===== src/rtl/if_fetch_unit.sv =====
// Instruction-fetch stage: sequences the PC, handshakes with a variable-latency
// instruction memory and writes (PC+4, instruction) pairs into IF/ID.
module if_fetch_unit #(
  parameter logic [31:0] RESET_PC = 32'h0000_0000
) (
  input  logic        clk_i,
  input  logic        rst_i,
  input  logic        start_i,
  input  logic        stall_i,
  input  logic        branch_i,
  input  logic [31:0] branch_target_i,
  output logic        imem_req_o,
  output logic [31:0] imem_addr_o,
  input  logic        imem_ack_i,
  input  logic [31:0] imem_data_i,
  output logic [31:0] PC_o,
  output logic [31:0] inst_o,
  output logic        valid_o,
  output logic        flush_o
);

  typedef enum logic [1:0] {
    ST_IDLE     = 2'd0,
    ST_REQ      = 2'd1,
    ST_HOLD     = 2'd2,
    ST_REDIRECT = 2'd3
  } state_t;

  state_t      state_reg, state_next;
  logic [31:0] pc_reg, pc_next;
  logic [31:0] hold_reg, hold_next;
  logic [31:0] old_addr_reg, old_addr_next;
  logic [31:0] pc_out_reg, pc_out_next;
  logic [31:0] inst_reg, inst_next;
  logic        valid_reg, valid_next;
  logic        flush_reg, flush_next;

  logic        take_branch;
  logic [31:0] pc_inc;
  logic [31:0] target;

  assign take_branch = branch_i & ~stall_i;
  assign pc_inc      = pc_reg + 32'd4;
  assign target      = branch_target_i & 32'hFFFF_FFFC;

  always_ff @(posedge clk_i) begin
    if (!rst_i) begin
      state_reg    <= ST_IDLE;
      pc_reg       <= RESET_PC;
      hold_reg     <= 32'd0;
      old_addr_reg <= 32'd0;
      pc_out_reg   <= 32'd0;
      inst_reg     <= 32'd0;
      valid_reg    <= 1'b0;
      flush_reg    <= 1'b0;
    end else begin
      state_reg    <= state_next;
      pc_reg       <= pc_next;
      hold_reg     <= hold_next;
      old_addr_reg <= old_addr_next;
      pc_out_reg   <= pc_out_next;
      inst_reg     <= inst_next;
      valid_reg    <= valid_next;
      flush_reg    <= flush_next;
    end
  end

  always_comb begin
    state_next    = state_reg;
    pc_next       = pc_reg;
    hold_next     = hold_reg;
    old_addr_next = old_addr_reg;
    pc_out_next   = pc_out_reg;
    inst_next     = inst_reg;
    valid_next    = 1'b0;
    flush_next    = 1'b0;

    case (state_reg)
      ST_IDLE: begin
        if (start_i) begin
          state_next = ST_REQ;
        end
      end

      ST_REQ: begin
        if (take_branch) begin
          pc_next    = target;
          flush_next = 1'b1;
          if (!imem_ack_i) begin
            // The outstanding request cannot be withdrawn; remember its address.
            old_addr_next = pc_reg;
            state_next    = ST_REDIRECT;
          end
        end else if (imem_ack_i) begin
          if (stall_i) begin
            hold_next  = imem_data_i;
            state_next = ST_HOLD;
          end else begin
            valid_next  = 1'b1;
            pc_out_next = pc_inc;
            inst_next   = imem_data_i;
            pc_next     = pc_inc;
          end
        end
      end

      ST_HOLD: begin
        if (take_branch) begin
          pc_next    = target;
          flush_next = 1'b1;
          state_next = ST_REQ;
        end else if (!stall_i) begin
          valid_next  = 1'b1;
          pc_out_next = pc_inc;
          inst_next   = hold_reg;
          pc_next     = pc_inc;
          state_next  = ST_REQ;
        end
      end

      ST_REDIRECT: begin
        // A branch that coincides with the stale ack needs no further waiting.
        if (take_branch) begin
          pc_next    = target;
          flush_next = 1'b1;
        end
        if (imem_ack_i) begin
          state_next = ST_REQ;
        end
      end

      default: begin
        state_next = ST_IDLE;
      end
    endcase
  end

  assign imem_req_o  = (state_reg == ST_REQ) || (state_reg == ST_REDIRECT);
  assign imem_addr_o = (state_reg == ST_REDIRECT) ? old_addr_reg : pc_reg;
  assign PC_o        = pc_out_reg;
  assign inst_o      = inst_reg;
  assign valid_o     = valid_reg;
  assign flush_o     = flush_reg;

endmodule


===== config.mk =====
export PLATFORM = sky130hd
export DESIGN_NAME = if_fetch_unit
export DESIGN_NICKNAME = d
export VERILOG_FILES = /design/src/rtl/if_fetch_unit.sv
export SDC_FILE = /design/constraint.sdc
export NUM_CORES = 1
export LEC_CHECK = 0
export CAP_MARGIN = 20
export CORE_AREA = 2 2 132 134
export CTS_CLUSTER_SIZE = 30
export DETAILED_ROUTE_END_ITERATION = 12
export DIE_AREA = 0 0 134 136
export GPL_ROUTABILITY_DRIVEN = 0
export GPL_TIMING_DRIVEN = 0
export PLACE_DENSITY = 0.72
export SLEW_MARGIN = 10
export SYNTH_ARGS = -nofsm -noshare
export SYNTH_HDL_FRONTEND = slang
export SYNTH_SLANG_ARGS = --single-unit

===== constraint.sdc =====
create_clock -name clk_i -period 4.85 [get_ports clk_i]
set_clock_uncertainty 0.1 [all_clocks]
set_input_delay 0.97 -clock clk_i [delete_from_list [all_inputs] [get_ports clk_i]]
set_output_delay 0.97 -clock clk_i [all_outputs]
set_load 0.01 [all_outputs]

==> run summary, run 1 <==
status -> finished clean
Routed WL -> 23100 um
DR iter-0 viols -> 746
Nets -> 1181
CP Data Arrival Time -> 3070 ps
final hold vios -> 0
Max Clock Freq -> 0.242 GHz
Async SR Flop Fraction -> 0
Pleak -> 0.00330 uW
simple-gate area share of the yosys netlist -> 0.200
# IOs -> 169
crit-path max cell delay -> 580 ps
die area -> 18200 um^2
post-synthesis register bit count -> 158
total power -> 3620 uW
critical path class -> flop to output port
# setup viols final -> 0
Via density -> 5.53
initial antenna violation count -> 0
Worst Setup Start Kind -> flop
EDFF count, synth -> 0
Internal -> 2600 uW
synthesized area -> 7480 um^2
hold crit path type -> flop to flop
Comb power frac -> 0.214
drt first pass iters -> 5
Routed Antenna Nets -> 0
cell count after synthesis -> 925
worst path bufs/invs -> 3
CTS tree -> done
CTS Root Cell -> clkbuf_16
largest net degree at the start of global routing -> 17
CP Capture Type -> output port
Switching Power -> 1030 uW
Slew @ Worst Pin -> 1050 ps
worst-skew pair later-pin latency -> 430 ps
register area share after synthesis -> 0.423
vias in the first global route -> 6926
Port Buffers -> 159
area delta synth->final -> 33.3%
unrepaired setup endpoints after global routing -> false
Num CTS Buffers -> 17
starting density of the core -> 0.444
Setup TNS -> 0 ps
height of the die -> 136 um
main combinational cell family by area after synthesis -> simple AND/OR/NAND/NOR gates
overall die width -> 134 um
Rows -> 48
Worst path slowest cell -> buf_1
Reg clk slew, reported paths -> 60 ps
worst-path cell chain -> ha_1, clkbuf_1, buf_1, mux2_2, clkdlybuf4s50_1
Post-Synth XOR/XNOR Area -> 0.0316
proportion of synthesized area in mux cells -> 0.0888
Main synth FF type -> dfxtp_1
max-slew violations -> 0
Max H-tree Level -> 4
clk sink count -> 158
WL per Instance -> 17.2 um
syn avg cell area -> 8.09 um^2
post-CTS sizing -> 0
final worst path period share -> 0.853
vias -> 7424
switch share -> 0.283
utilization after layout -> 0.591
setup slack at placement -> 1250 ps
first-pass GRT wire length -> 36200 um
minimum hold slack -> 351 ps
share of cells above drive strength 1 -> 0.0725
All-Layer GR Usage -> 0.253
Compound-Gate Fraction of Synth Area -> 0.192
total grt overflow -> 0
Synth Area in Adders -> 0.00836
Max transition margin -> 0.294
sequential power share -> 0.398
min setup slack post-route -> 712 ps
DP Wirelength -> 16400 um
Residual DRC -> 0
Worst EP required -> 3780 ps
Clk pwr share -> 0.388
PwrDens -> 363 nW/um^2
Syn. warnings -> 0
Worst path top cell family by delay -> buffers and inverters
Maximum Capacitance Violations -> 0
Yosys cell types -> 52
min Tclk post-route -> 4140 ps
core area -> 16900 um^2
# Post-CTS Setup Buffers -> 0
clk buf depth -> 2
cts hold-fix bufs -> 0
ANT cells -> 0
VDD IR max -> 0.271 mV
Max FO, Critical Path -> 10
==> logic make-up after synthesis <==
kind of cell    Yosys count
mux                      63
buf+inv                 102
compound gates          235
other cells               1
flops                   158
simple gates            334
xor+xnor                 27
fa+ha+maj                 5
==> routing by layer <==
metal | global-route usage | vias up | share of wire
met4 | 0.0881 | 0 | 0.019
met3 | 0.0440 | 36 | 0.074
met1 | 0.327 | 3481 | 0.44
li1 | - | 3588 | -
met5 | 0 | - | 0
met2 | 0.426 | 319 | 0.47
==> worst min-delay path: stages, from the launching register on <==
cell and delay [ps]:
dfxtp_1 310, nand2_1 50, a21oi_1 50
==> Yosys cell counts, types with 2 or more instances <==
library cell	instances	area share
o211ai_1	4	0.0040
buf_4	4	0.0040
o31ai_1	4	0.0040
a21oi_1	97	0.065
or4_1	5	0.0050
and3_1	7	0.0059
dfxtp_1	158	0.42
mux2_2	27	0.041
o2111ai_1	2	0.0023
nor2_1	63	0.032
a22oi_1	9	0.0090
o22ai_1	9	0.0075
nand3_1	24	0.016
nand2b_1	4	0.0033
o21a_1	6	0.0060
o21ai_0	36	0.024
nor3b_1	2	0.0020
or3_1	4	0.0033
nor2b_1	4	0.0033
nor4_1	2	0.0017
clkbuf_1	65	0.033
nor3_1	17	0.011
nand4_1	16	0.013
ha_1	5	0.0084
a311oi_1	2	0.0023
buf_1	11	0.0055
o31a_1	8	0.0094
nand4_2	2	0.0033
xor2_1	19	0.022
a31oi_1	7	0.0059
buf_2	13	0.0087
and4_1	2	0.0023
a21o_1	2	0.0020
and2_1	3	0.0025
nand2_1	174	0.087
mux2i_1	36	0.048
inv_1	7	0.0035
xnor2_1	8	0.0094
a22o_1	4	0.0047
a211oi_1	41	0.041
==> area by class of cell <==
| type | instances | area [um^2] |
|---|---|---|
| Inverter | 8 | 30.0 |
| Fill cell | 1557 | 6900 |
| Tap cell | 225 | 282 |
| Multi-Input combinational cell | 668 | 3920 |
| Timing Repair Buffer | 159 | 1590 |
| Sequential cell | 158 | 3160 |
| Clock buffer | 19 | 443 |
| Clock inverter | 11 | 168 |
| Buffer | 94 | 385 |
==> worst paths after layout <==
path | end | slack (ps) | depth (start not counted) | startpoint
worst max-delay path | imem_addr_o[22] | 710 | 5 | state_reg[1]
worst min-delay path | old_addr_reg[27] | 350 | 2 | old_addr_reg[27]
worst max register to register | PC_o[15] | 1930 | 8 | state_reg[0]
worst min register to register | old_addr_reg[27] | 350 | 2 | old_addr_reg[27]
==> power by group through the flow <==
stage | clock [uW] | sequential, uW | combinational, uW
floorplan | 0 | 1480 | 420
global placement | 0 | 1470 | 760
detailed placement | 0 | 1470 | 766
CTS | 1420 | 1440 | 772
global route | 1470 | 1450 | 842
finish | 1410 | 1440 | 776
==> per-stage QoR <==
| step | cells | cell area (um^2) |
|---|---|---|
| 6_report | 1342 | 9980 |
| 3_3_place_gp | 1312 | 9370 |
| 2_1_floorplan | 928 | 7500 |
| 3_5_place_dp | 1312 | 9370 |
| 4_1_cts | 1342 | 9980 |
| 5_1_grt | 1342 | 9980 |
==> placed cells by master (no fill, tap or decap), types with 11 or more instances in the layout <==
cell type and n:
nand2_1 174, clkdlybuf4s50_1 159, dfxtp_1 158, a21oi_1 97
clkbuf_1 66, nor2_1 63, a211oi_1 41, o21ai_0 36
mux2i_1 36, mux2_2 27, nand3_1 24, xor2_1 19
nor3_1 17, clkbuf_16 17, nand4_1 16, buf_2 13
buf_1 11
Power figures use the tool's default switching activity.
==> run 2, diff against run 1 <==
--- a/config.mk
+++ b/config.mk
@@ -10,9 +10,9 @@
 export CTS_CLUSTER_SIZE = 30
 export DETAILED_ROUTE_END_ITERATION = 12
 export DIE_AREA = 0 0 134 136
+export DONT_BUFFER_PORTS = 1
 export GPL_ROUTABILITY_DRIVEN = 0
 export GPL_TIMING_DRIVEN = 0
-export PLACE_DENSITY = 0.72
 export SLEW_MARGIN = 10
 export SYNTH_ARGS = -nofsm -noshare
 export SYNTH_HDL_FRONTEND = slang
==> run 2 against run 1 <==
Count of clock-buffer cells in the layout unchanged. Non-clock buffer count down 159. Flip-flop and latch count unchanged. Clock power decreased by 7%. Critical endpoint is now imem_addr_o[24]. Critical path depth shrank 1. Largest cell class unchanged. Sequential power barely moved. Die area unchanged. Final area shrank 16%. Largest power group unchanged. Via count shrank 11%.
==> run summary, run 2 (synthesis results as in run 1) <==
status -> finished clean
overall die width -> 134 um
worst path bufs/invs -> 2
Worst path top cell family by delay -> buffers and inverters
clk buf depth -> 2
DR iter-0 viols -> 454
vias -> 6573
met3 routed WL -> 1830 um
PwrDens -> 400 nW/um^2
Slew @ Worst Pin -> 1070 ps
All-Layer GR Usage -> 0.242
starting density of the core -> 0.444
final hold vios -> 0
drt first pass iters -> 5
post-CTS sizing -> 0
initial antenna violation count -> 0
critical path class -> flop to output port
min Tclk post-route -> 3690 ps
Port Buffers -> 0
Clk pwr share -> 0.392
core area -> 16900 um^2
Max transition margin -> 0.278
Routed WL -> 22400 um
CP Capture Type -> output port
met1 WL -> 9600 um
ANT cells -> 0
Reg clk slew, reported paths -> 70 ps
met2 WL post-DR -> 10600 um
area delta synth->final -> 11.5%
minimum hold slack -> 352 ps
Via density -> 5.55
most frequent cells in the layout -> nand2_1 (174), dfxtp_1 (158), a21oi_1 (97)
first-pass GRT wire length -> 34400 um
unrepaired setup endpoints after global routing -> false
final worst path period share -> 0.762
largest net degree at the start of global routing -> 17
Residual DRC -> 0
# IOs -> 169
# setup viols final -> 0
Worst path slowest cell -> buf_1
Routed Antenna Nets -> 0
Max Clock Freq -> 0.271 GHz
Maximum Capacitance Violations -> 0
height of the die -> 136 um
Reg2Reg Setup Slack -> 1850 ps
max-slew violations -> 0
die area -> 18200 um^2
Nets -> 1022
Comb power frac -> 0.168
share of cells above drive strength 1 -> 0.0865
commonest non-fill, non-tap cell in the layout -> nand2_1
VDD IR max -> 0.323 mV
worst-path cell chain -> ha_1, clkbuf_1, buf_1, mux2_2
Max H-tree Level -> 4
Internal -> 2310 uW
cts hold-fix bufs -> 0
total grt overflow -> 0
worst-skew pair later-pin latency -> 430 ps
total power -> 3340 uW
clk sink count -> 158
vias in the first global route -> 6237
sequential power share -> 0.440
CTS tree -> done
CP Data Arrival Time -> 2620 ps
Num CTS Buffers -> 17
Rows -> 48
# Post-CTS Setup Buffers -> 0
WL per Instance -> 18.9 um
Worst Setup Start Kind -> flop
Final Cell Area -> 8350 um^2
Worst EP required -> 3780 ps
highest routed metal layer -> met4
hold crit path type -> flop to flop
Switching Power -> 1030 uW
crit-path max cell delay -> 610 ps
Cell Area, Placed -> 7780 um^2
Pleak -> 0.00271 uW
DP Wirelength -> 16200 um
Max FO, Critical Path -> 10
Setup TNS -> 0 ps
CTS Root Cell -> clkbuf_16
switch share -> 0.308
==> run 2: changes by cell type in the layout (fill, tap and decap cells not counted) <==
cell             delta
bufinv_16           -3
clkinv_2            -1
inv_8               +1
clkinv_4            -1
clkdlybuf4s50_1   -159
inv_6               +6
==> run 2: per-stage QoR <==
step           worst slack, ps  cells   util
6_report                  1160   1185  0.495
5_1_grt                   1030   1185  0.495
4_1_cts                   1170   1185  0.495
3_5_place_dp              1640   1153  0.461
3_3_place_gp              1610   1153  0.461
2_1_floorplan             2180    928      -
==> run 2: cell type report <==
cell class | count | area (um^2)
inverters | 8 | 30.0
flip-flops and latches | 158 | 3160
clock inverters | 13 | 128
plain buffers | 94 | 385
multi-input cells | 668 | 3920
fillers | 1704 | 8530
well taps | 225 | 282
clock buffers | 19 | 443
==> run 2: worst paths after layout <==
kind / start / end / depth (start not counted)
setup / recovery: state_reg[1] / imem_addr_o[24] / 4
hold / removal: hold_reg[6] / hold_reg[6] / 2
setup reg to reg: state_reg[0] / inst_o[19] / 8
hold reg to reg: hold_reg[6] / hold_reg[6] / 2
==> run 2: worst reg2reg max path: stages (launching register included) <==
cell	delay [ps]
dfxtp_1	330
inv_1	100
ha_1	150
clkbuf_1	350
mux2i_1	130
nor3_1	610
buf_2	390
buf_1	550
a211oi_1	150
==> run 2: routing by layer <==
layer / vias to the layer above / GRT usage
li1: 3273 / -
met1: 3048 / 0.307
met2: 226 / 0.397
met3: 26 / 0.0749
met4: 0 / 0.0733
met5: - / 0
==> run 2: power groups by stage <==
stage	logic, uW	clock network, uW	registers [uW]
finish	560	1310	1470
global route	617	1390	1480
CTS	559	1330	1470
detailed placement	556	0	1500
global placement	552	0	1500
floorplan	420	0	1480
